==> config.mk <==
export PLATFORM = sky130hd
export DESIGN_NAME = fetch_queue_flat
export DESIGN_NICKNAME = d
export VERILOG_FILES = /design/src/rtl/fetch_queue_if.sv /design/src/rtl/fetch_queue.sv /design/src/flat_wrapper.sv
export SDC_FILE = /design/constraint.sdc
export NUM_CORES = 1
export LEC_CHECK = 0
export ABC_CLOCK_PERIOD_IN_PS = 2600
export CAP_MARGIN = 40
export CORE_MARGIN = 3
export CORE_UTILIZATION = 35
export CTS_CLUSTER_SIZE = 40
export DETAILED_ROUTE_END_ITERATION = 7
export HOLD_SLACK_MARGIN = 0.15
export PLACE_DENSITY_LB_ADDON = 0.1
export SLEW_MARGIN = 30
export SYNTH_ARGS = -nofsm -noshare
export SYNTH_HDL_FRONTEND = slang
export SYNTH_SLANG_ARGS = --single-unit
==> constraint.sdc <==
create_clock -name clk -period 2.6 [get_ports clk]
set_input_delay 0.52 -clock clk [delete_from_list [all_inputs] [get_ports clk]]
set_output_delay 0.52 -clock clk [all_outputs]
set_load 0.01 [all_outputs]
==> src/rtl/fetch_queue_if.sv <==
// Handshake bundle between fetch, the fetch queue and ID.
// The queue connects through the slave modport; fetch/ID (or a bench) use master.
interface fetch_queue_if #(
    parameter int DEPTH = 4,
    parameter int AW    = 32,
    parameter int DW    = 32
);
    localparam int CW = $clog2(DEPTH) + 1;

    logic          in_valid;
    logic [AW-1:0] in_pc;
    logic [DW-1:0] in_inst;
    logic          in_ready;
    logic          flush;
    logic          out_valid;
    logic [AW-1:0] out_pc;
    logic [DW-1:0] out_inst;
    logic          out_ready;
    logic [CW-1:0] count;

    modport slave (
        input  in_valid, in_pc, in_inst, flush, out_ready,
        output in_ready, out_valid, out_pc, out_inst, count
    );

    modport master (
        output in_valid, in_pc, in_inst, flush, out_ready,
        input  in_ready, out_valid, out_pc, out_inst, count
    );
endinterface

==> src/rtl/fetch_queue.sv <==
// Instruction fetch queue: buffers {pc, inst} between fetch and ID, flushed on redirect.
// Optional occupancy/flush statistics are enabled with FETCH_QUEUE_STAT_EN.
module fetch_queue #(
    parameter int DEPTH = 4,
    parameter int AW    = 32,
    parameter int DW    = 32
) (
    input  logic        clk,
    input  logic        rst,
    fetch_queue_if.slave fq
`ifdef FETCH_QUEUE_STAT_EN
    ,
    output logic [31:0] full_cycles,
    output logic [31:0] flush_drops
`endif
);
    localparam int PW = $clog2(DEPTH);
    localparam int CW = PW + 1;
    localparam logic [DW-1:0] NOP = DW'(32'h0000_0013);

    logic [PW-1:0]    rd_ptr_q, rd_ptr_d;
    logic [PW-1:0]    wr_ptr_q, wr_ptr_d;
    logic [CW-1:0]    count_q, count_d;
    logic [AW+DW-1:0] mem_q [DEPTH];
    logic             push, pop, full, empty;

    assign full  = (count_q == CW'(DEPTH));
    assign empty = (count_q == '0);

    // Ready depends only on registered count, so a same-cycle pop never frees a slot.
    assign fq.in_ready  = ~full;
    assign fq.out_valid = ~empty;
    assign fq.count     = count_q;

    assign push = fq.in_valid & ~full & ~fq.flush;
    assign pop  = ~empty & fq.out_ready & ~fq.flush;

    always_comb begin
        if (empty) begin
            fq.out_pc   = '0;
            fq.out_inst = NOP;
        end else begin
            {fq.out_pc, fq.out_inst} = mem_q[rd_ptr_q];
        end
    end

    always_comb begin
        rd_ptr_d = rd_ptr_q;
        wr_ptr_d = wr_ptr_q;
        count_d  = count_q;
        if (fq.flush) begin
            rd_ptr_d = '0;
            wr_ptr_d = '0;
            count_d  = '0;
        end else begin
            if (push) wr_ptr_d = wr_ptr_q + PW'(1);
            if (pop)  rd_ptr_d = rd_ptr_q + PW'(1);
            if (push && !pop)      count_d = count_q + CW'(1);
            else if (pop && !push) count_d = count_q - CW'(1);
        end
    end

    always_ff @(posedge clk or posedge rst) begin
        if (rst) begin
            rd_ptr_q <= '0;
            wr_ptr_q <= '0;
            count_q  <= '0;
        end else begin
            rd_ptr_q <= rd_ptr_d;
            wr_ptr_q <= wr_ptr_d;
            count_q  <= count_d;
        end
    end

    // Storage is intentionally left unreset; out_* are masked while empty.
    always_ff @(posedge clk) begin
        if (push) mem_q[wr_ptr_q] <= {fq.in_pc, fq.in_inst};
    end

`ifdef FETCH_QUEUE_STAT_EN
    logic [31:0] full_cycles_q, flush_drops_q;

    always_ff @(posedge clk or posedge rst) begin
        if (rst) begin
            full_cycles_q <= '0;
            flush_drops_q <= '0;
        end else begin
            if (full && full_cycles_q != '1)
                full_cycles_q <= full_cycles_q + 32'd1;
            if (fq.flush && !empty && flush_drops_q != '1)
                flush_drops_q <= flush_drops_q + 32'd1;
        end
    end

    assign full_cycles = full_cycles_q;
    assign flush_drops = flush_drops_q;
`endif
endmodule

==> src/flat_wrapper.sv <==
// flat-port wrapper written by rule: the top's interface ports become plain ports
module fetch_queue_flat 
#(
    parameter int DEPTH = 4,
    parameter int AW    = 32,
    parameter int DW    = 32
)
  (clk, rst, fq_in_valid, fq_in_pc, fq_in_inst, fq_flush, fq_out_ready, fq_in_ready, fq_out_valid, fq_out_pc, fq_out_inst, fq_count);
  fetch_queue_if #(.DEPTH(DEPTH), .AW(AW), .DW(DW)) fq_i ();
  input  logic clk;
  input  logic rst;
  input wire logic [$bits(fq_i.in_valid)-1:0] fq_in_valid;
  input wire logic [$bits(fq_i.in_pc)-1:0] fq_in_pc;
  input wire logic [$bits(fq_i.in_inst)-1:0] fq_in_inst;
  input wire logic [$bits(fq_i.flush)-1:0] fq_flush;
  input wire logic [$bits(fq_i.out_ready)-1:0] fq_out_ready;
  output wire logic [$bits(fq_i.in_ready)-1:0] fq_in_ready;
  output wire logic [$bits(fq_i.out_valid)-1:0] fq_out_valid;
  output wire logic [$bits(fq_i.out_pc)-1:0] fq_out_pc;
  output wire logic [$bits(fq_i.out_inst)-1:0] fq_out_inst;
  output wire logic [$bits(fq_i.count)-1:0] fq_count;
  assign fq_i.in_valid = fq_in_valid;
  assign fq_i.in_pc = fq_in_pc;
  assign fq_i.in_inst = fq_in_inst;
  assign fq_i.flush = fq_flush;
  assign fq_i.out_ready = fq_out_ready;
  assign fq_in_ready = fq_i.in_ready;
  assign fq_out_valid = fq_i.out_valid;
  assign fq_out_pc = fq_i.out_pc;
  assign fq_out_inst = fq_i.out_inst;
  assign fq_count = fq_i.count;
  fetch_queue #(.DEPTH(DEPTH), .AW(AW), .DW(DW)) u_core (.clk(clk), .rst(rst), .fq(fq_i));
endmodule
==> PnR_summary.wiki, run 1 <==
{| class="wikitable"
! Metric !! Value
|-
| Average instance area after synthesis || 21.84 um2
|-
| Routed met2 length || 11.02 mm
|-
| Element type at the critical path end || primary output
|-
| Sum of negative setup slack || -3459 ps
|-
| Slowest stage cell, crit path || sky130_fd_sc_hd__dfrtp_4
|-
| Number of buffers inserted during clock tree synthesis || 29
|-
| Endpoint required time on the critical path || 2080 ps
|-
| Die X-Extent || about 180 um
|-
| Setup repair after global routing missed its margin || yes
|-
| Worst hold slack after final layout || 262.3 ps
|-
| Post-CTS clock slew at the launch and capture registers of the worst setup and hold paths || roughly 60 ps
|-
| Crit Path Max Fanout || 7
|-
| Number of register bits inferred by synthesis || approximately 260
|-
| Via count of the first global-routing pass || 5,665
|-
| H-tree depth || 1
|-
| Count of clock tree sinks || 263
|-
| Wire length reported by the detailed router || approximately 23 mm
|-
| Clock network latency to the later pin of the worst-skew pair || 530 ps
|-
| Antenna violation net count after detailed routing || 0
|-
| Root Buffer Master || sky130_fd_sc_hd__clkbuf_16
|-
| Global-route wire length before repair || 34.61 mm
|-
| Highest cell delay on the worst timing path || about 490 ps
|-
| Metal3 WL || 1.411 mm
|-
| CTS Buffer Depth || 3
|-
| Startpoint-to-endpoint class of the critical path || flip-flop to primary output
|-
| Pins Over Slew Limit || 0
|-
| Critical R2R Capture || u_core.fq.count[1]$_DFFE_PP0P_
|-
| Portion of the post-synthesis area used by sequential elements || 77.24%
|-
| Beginning of the worst register-to-register path || u_core.fq.count[0]$_DFFE_PP0P_
|-
| Number of buffers and inverters on the critical path || 4
|-
| Power density cells || 1064 nW/um2
|-
| Worst vdd rail ir drop || 0.5213 mV
|-
| Endpoints failing setup || 57
|-
| Worst hold-check path type || primary input to asynchronous set/reset pin
|-
| Total power of the final layout || 14.55 mW
|-
| Outcome || complete, but fails checks
|-
| Failing checks || negative setup slack
|-
| Weighted congestion reported at the end of routability-driven placement || 0.7169
|-
| Post-synthesis cell count || 466
|-
| Relative slew slack || 75.58%
|-
| Worst slew pin tran || between 300 and 400 ps
|-
| Nets in the synthesized netlist || 540
|-
| P&R area growth vs syn || 34.35%
|-
| Most used cells in the layout excluding fill and tap cells || sky130_fd_sc_hd__edfxtp_1 (256), sky130_fd_sc_hd__clkdlybuf4s50_1 (73), sky130_fd_sc_hd__mux4_2 (64), sky130_fd_sc_hd__and2_4 (54), sky130_fd_sc_hd__buf_6 (46)
|-
| Number of warnings printed during yosys synthesis || 0
|-
| CTS tree || yes
|-
| Crit path launch type || flip-flop
|-
| Static leakage power || approximately 4.6 nW
|-
| Clock tree skew after final layout || 7.420 ps
|-
| GRT Total Usage || 14.79%
|-
| Maxcap violations || 0
|-
| Ant diodes || 0
|-
| Depth of the worst register-to-register path || 8
|-
| Pin count of the biggest net entering global routing || 43
|-
| Placed wire-length estimate after detailed placement || 12.88 mm
|-
| Initial core utilization || 36.05%
|-
| Antenna violations before repair || 3
|-
| Die outline area || around 31,000 um2
|-
| Critical-path cell list || buf_12 > buf_8 > buf_16 > mux4_2 > or2_1 > buf_2
|-
| R2R Setup Slk || 30 ps
|-
| Buffers added on ports || between 100 and 150
|-
| Placed inst area || 12,260 um2
|-
| Final hold violations || 0
|-
| Area inside the core boundary || 28,240 um2
|-
| DRC violation count after routing || 0
|-
| 1st-iter DRT viols || about 370
|-
| Via density || a little under 5
|-
| Length of routed wiring on met1 || 9.972 mm
|-
| Placement Rows || 61
|-
| Post-synth design cell area || 10,180 um2
|-
| Commonest non-fill, non-tap cell in the layout || sky130_fd_sc_hd__edfxtp_1
|-
| Layout cell share with drive strength beyond 1 || between 40 and 50%
|-
| Area of all placed cells without fillers || 13,680 um2
|-
| Maximum achievable frequency || 0.3679 GHz
|-
| Final worst-path setup slack || -117.8 ps
|-
| GR Overflow Total || 0
|-
| Io pins || 138
|-
| Via count || 5,188
|-
| Height of the chip || approximately 180 um
|-
| Library cells used by synthesis || 27
|-
| Critical path arrival || 2200 ps
|-
| Period minus WS final || between 2000 and 3000 ps
|-
| Tcrit/Tclk final || 104.5%
|-
| Wire per inst || roughly 22 um
|-
| Number of iterations in the first detailed-routing pass || 4
|-
| Kind of cell with the highest combined delay on the critical path || buffers and inverters
|-
| Uppermost routed layer || met5
|-
| Number of nets in the layout || 735
|}
==> through the flow <==
stage / setup slack (ps) / instances / util (%)
floorplan: 61.32 / 466 / -
finish: -117.8 / 1060 / 48.43
global placement: 64.34 / 981 / 43.41
global route: -192.3 / 1060 / 48.43
detailed placement: 29.03 / 981 / 43.41
CTS: -216.7 / 1060 / 48.16
==> worst reg2reg max path, delay by kind of cell, from the launching register on <==
kind	cells	cell delay, ps
AND/OR/NAND/NOR	4	770
AO/OA/AOI/OAI	3	730
flip-flops	1	490
adder cells (fa/ha/maj)	1	470
==> state kept, by name (all words and copies together) (netlist names) <==
| register | count |
|---|---|
| u_core.wr_ptr_q | 2 |
| u_core.rd_ptr_q | 2 |
| u_core.fq.count | 3 |
| u_core.mem_q | 256 |
==> synthesized netlist by cell type <==
master                       n  share of area, %
sky130_fd_sc_hd__a21oi_1     1             0.049
sky130_fd_sc_hd__buf_6       5              0.55
sky130_fd_sc_hd__o21ai_0     3              0.15
sky130_fd_sc_hd__nor4b_1     1             0.086
sky130_fd_sc_hd__dfrtp_1     7               1.7
sky130_fd_sc_hd__fa_1        1              0.20
sky130_fd_sc_hd__nand3_1     2             0.098
sky130_fd_sc_hd__xnor2_1     2              0.17
sky130_fd_sc_hd__a21boi_0    1             0.074
sky130_fd_sc_hd__nor3_1      2             0.098
sky130_fd_sc_hd__and3b_1     1             0.086
sky130_fd_sc_hd__a311oi_1    1             0.086
sky130_fd_sc_hd__or3b_1      1             0.086
sky130_fd_sc_hd__nor2_1      7              0.26
sky130_fd_sc_hd__a31oi_1     1             0.061
sky130_fd_sc_hd__a221oi_1    1             0.086
sky130_fd_sc_hd__and2_1     66               4.1
sky130_fd_sc_hd__xor2_1      4              0.34
sky130_fd_sc_hd__inv_1       6              0.22
sky130_fd_sc_hd__ha_1        4              0.49
sky130_fd_sc_hd__mux4_2     64                14
sky130_fd_sc_hd__nand2_1     5              0.18
sky130_fd_sc_hd__clkbuf_1    8              0.29
sky130_fd_sc_hd__or2_1       3              0.18
sky130_fd_sc_hd__edfxtp_1  256                76
sky130_fd_sc_hd__o311a_1     1             0.098
sky130_fd_sc_hd__buf_2      12              0.59
==> layout make-up <==
| type | instances | area (um2) |
|---|---|---|
| repair buffers | 189 | 2132 |
| clock inverters | 17 | 130.1 |
| well taps | 378 | 473.0 |
| fillers | 2355 | 14560 |
| clock buffers | 35 | 748.2 |
| inverters | 6 | 22.52 |
| flip-flops and latches | 263 | 7874 |
| multi-input cells | 172 | 2297 |
==> report_power, final <==
group	switching, mW	total [mW]	internal (mW)
clock	1.52	3.75	2.23
combinational	2.36	5.71	3.35
sequential	0.133	5.09	4.96
==> repair_timing <==
item | 4_1_cts | 5_1_grt
hold buffers | 0 | 0
setup buffers | 18 | 2
resized for setup | 343 | 31
gates cloned | 9 | 1
setup endpoints to repair | 65 | 66
pin swaps | 13 | 19
endpoints found under the hold margin | 0 | 0
==> logic make-up after synthesis <==
group | synth area share, %
flops | 77.24
simple gates | 5.138
mux | 14.16
buf+inv | 1.659
compound gates | 0.6023
xor+xnor | 0.5162
fa+ha+maj | 0.6883
==> how the worst max path moves through the flow <==
stage | startpoint | to | slack [ps] | cells past startpoint
after detailed placement | fq_in_valid | u_core.fq.count[1]$_DFFE_PP0P_ | 30 | 8
after CTS | u_core.rd_ptr_q[0]$_DFFE_PP0P_ | fq_out_inst[1] | -220 | 6
final | u_core.rd_ptr_q[0]$_DFFE_PP0P_ | fq_out_inst[4] | -120 | 6
after global placement | fq_in_valid | u_core.fq.count[1]$_DFFE_PP0P_ | 60 | 8
after floorplan | u_core.fq.count[0]$_DFFE_PP0P_ | u_core.fq.count[1]$_DFFE_PP0P_ | 60 | 9
after global routing | u_core.rd_ptr_q[0]$_DFFE_PP0P_ | fq_out_inst[4] | -190 | 6
==> routing by layer <==
metal | vias to the layer above | track usage [%]
li1 | 2283 | -
met1 | 2704 | 20.41
met2 | 158 | 24.05
met3 | 37 | 3.570
met4 | 6 | 3.372
met5 | - | 0
Power figures use the tool's default switching activity.
==> run 2: changes to the inputs <==
--- a/config.mk
+++ b/config.mk
@@ -12,7 +12,7 @@
 export CTS_CLUSTER_SIZE = 40
 export DETAILED_ROUTE_END_ITERATION = 7
 export HOLD_SLACK_MARGIN = 0.15
-export PLACE_DENSITY_LB_ADDON = 0.1
+export PLACE_DENSITY_LB_ADDON = 0.3
 export SLEW_MARGIN = 30
 export SYNTH_ARGS = -nofsm -noshare
 export SYNTH_HDL_FRONTEND = slang
==> PnR_summary.wiki, run 2 (synthesis results as in run 1) <==
{| class="wikitable"
! Metric !! Value
|-
| Element type at the critical path end || primary output
|-
| GRT Total Usage || 14.04%
|-
| Worst hold-check path type || primary input to asynchronous set/reset pin
|-
| Setup slack at placement || -173.7 ps
|-
| DRC violation count after routing || 0
|-
| P&R area growth vs syn || 33.75%
|-
| Initial core utilization || between 30% and 40%
|-
| Via density || slightly below 5
|-
| Most flops, register || u_core.mem_q
|-
| Maximum achievable frequency || approximately 0.37 GHz
|-
| Static leakage power || 4.574 nW
|-
| Period minus WS final || approximately 2700 ps
|-
| Setup repair after global routing missed its margin || yes
|-
| Area inside the core boundary || roughly 28,000 um2
|-
| Worst slew pin tran || ~330 ps
|-
| Endpoints failing setup || 29
|-
| Tcrit/Tclk final || 103.5%
|-
| Die X-Extent || 176.5 um
|-
| Final worst-path setup slack || -90.87 ps
|-
| Largest register FFs || 256
|-
| Die outline area || between 30,000 and 40,000 um2
|-
| Via count || 5,056
|-
| Post-CTS clock slew at the launch and capture registers of the worst setup and hold paths || ~60 ps
|-
| Pin count of the biggest net entering global routing || 50
|-
| Worst setup path endpoint || fq_out_inst[16]
|-
| Root Buffer Master || sky130_fd_sc_hd__clkbuf_16
|-
| Number of placed cells counting well taps || 983
|-
| Number of buffers inserted during clock tree synthesis || 29
|-
| Failing checks || negative setup slack
|-
| Number of iterations in the first detailed-routing pass || 4
|-
| Placed wire-length estimate after detailed placement || 13.03 mm
|-
| Worst vdd rail ir drop || 0.5235 mV
|-
| Power density cells || approximately 1100 nW/um2
|-
| Number of nets in the layout || around 720
|-
| Crit Path Max Fanout || 7
|-
| Weighted congestion reported at the end of routability-driven placement || 0.7092
|-
| Antenna violations before repair || 0
|-
| Ant diodes || 0
|-
| CP startpoint || u_core.rd_ptr_q[0]$_DFFE_PP0P_
|-
| 1st-iter DRT viols || ~300
|-
| H-tree depth || 1
|-
| Sum of negative setup slack || -1609 ps
|-
| Final hold violations || 0
|-
| Most used cells in the layout excluding fill and tap cells || sky130_fd_sc_hd__edfxtp_1 (256), sky130_fd_sc_hd__clkdlybuf4s50_1 (72), sky130_fd_sc_hd__mux4_2 (64), sky130_fd_sc_hd__buf_6 (54), sky130_fd_sc_hd__and2_4 (53)
|-
| Clock tree skew after final layout || 9.722 ps
|-
| Crit path launch type || flip-flop
|-
| Height of the chip || 176.5 um
|-
| Clock network latency to the later pin of the worst-skew pair || around 530 ps
|-
| Endpoint required time on the critical path || about 2100 ps
|-
| Maxcap violations || 0
|-
| GR Overflow Total || 0
|-
| CTS Buffer Depth || 3
|-
| Io pins || 138
|-
| R2R Setup Slk || 100 ps
|-
| Critical path arrival || 2170 ps
|-
| Layout fillers || 2,357
|-
| CTS tree || yes
|-
| Critical R2R Capture || u_core.fq.count[1]$_DFFE_PP0P_
|-
| Via count of the first global-routing pass || about 5,600
|-
| Placement Rows || 61
|-
| Commonest non-fill, non-tap cell in the layout || sky130_fd_sc_hd__edfxtp_1
|-
| Buffers added on ports || around 140
|-
| Pins Over Slew Limit || 0
|-
| Outcome || complete, but fails checks
|-
| Final Instance Count excl. Fillers || approximately 1,100
|-
| Layout cell share with drive strength beyond 1 || 40.77%
|-
| Wire per inst || about 21 um
|-
| Global-route wire length before repair || 33.43 mm
|-
| Count of clock tree sinks || approximately 260
|-
| Wire length reported by the detailed router || 21.69 mm
|-
| CTS Hold Buffers Added || 0
|-
| Relative slew slack || a little under 80%
|-
| Beginning of the worst register-to-register path || u_core.fq.count[1]$_DFFE_PP0P_
|-
| Depth of the worst register-to-register path || 8
|-
| Antenna violation net count after detailed routing || 0
|-
| Startpoint-to-endpoint class of the critical path || flip-flop to primary output
|}
## run 2: cell types whose count changed in the layout (fill, tap and decap cells not counted), moves of 3 or more
| cell | previous run | this run |
|---|---|---|
| sky130_fd_sc_hd__buf_2 | 21 | 12 |
| sky130_fd_sc_hd__buf_4 | 22 | 13 |
| sky130_fd_sc_hd__buf_6 | 46 | 54 |
| sky130_fd_sc_hd__buf_12 | 16 | 22 |
| sky130_fd_sc_hd__buf_16 | 8 | 4 |
| sky130_fd_sc_hd__clkbuf_1 | 6 | 3 |
| sky130_fd_sc_hd__clkinvlp_4 | 0 | 3 |
## run 2: what timing repair did
| action | 4_1_cts | 5_1_grt |
|---|---|---|
| cloned | 6 | 0 |
| gates resized for setup | 337 | 42 |
| pin swaps | 11 | 1 |
| endpoints found under the hold margin | 0 | 0 |
| setup endpoints to repair | 65 | 66 |
| setup buffers | 9 | 3 |
## run 2: report_power, final
part           leakage (nW)  internal (mW)  switching (mW)
Clock                 0.436           2.24            1.58
Combinational          1.73           3.21            2.27
Sequential             2.41           4.96           0.113
## run 2: critical path: stages, from the launching register on
cell                      delay [ps]
sky130_fd_sc_hd__dfrtp_4         520
sky130_fd_sc_hd__buf_12          150
sky130_fd_sc_hd__buf_12          120
sky130_fd_sc_hd__buf_12          140
sky130_fd_sc_hd__mux4_2          420
sky130_fd_sc_hd__and2_4          170
sky130_fd_sc_hd__buf_6           110
## run 2: layout make-up
cell class / count / area [um2] / share of cell area, %
clock buffers: 32 / 737.0 / 5.413
clock inverters: 21 / 162.7 / 1.195
inverters: 6 / 22.52 / 0.1654
multi-input cells: 172 / 2301 / 16.90
flip-flops and latches: 263 / 7874 / 57.83
well taps: 378 / 473.0 / 3.474
repair buffers: 178 / 2046 / 15.02
## run 2: how the worst min path moves through the flow
| stage | cells after the start | end |
|---|---|---|
| final | 2 | u_core.fq.count[0]$_DFFE_PP0P_ |
| after global routing | 2 | u_core.wr_ptr_q[1]$_DFFE_PP0P_ |
| after CTS | 2 | u_core.fq.count[1]$_DFFE_PP0P_ |
| after detailed placement | 2 | u_core.wr_ptr_q[1]$_DFFE_PP0P_ |
| after global placement | 2 | u_core.wr_ptr_q[1]$_DFFE_PP0P_ |
| after floorplan | 1 | u_core.fq.count[0]$_DFFE_PP0P_ |
## run 2: per-layer routing
layer,GRT usage [%],wire length [um],vias up
li1,-,-,2261
met1,18.58,9022,2623
met2,23.99,10920,148
met3,3.312,1441,24
met4,2.717,299,0
met5,0,0,-
## run 2: per-stage QoR
step           util, %  power [mW]  hold WS (ps)  area [um2]
2_1_floorplan        -       7.428         323.4       10180
5_1_grt          48.21       15.10         289.4       13620
3_3_place_gp     43.59       9.680         556.4       12310
3_5_place_dp     43.59       9.746         575.7       12310
6_report         48.21       14.36         263.1       13620
4_1_cts          47.82       14.31         240.6       13500
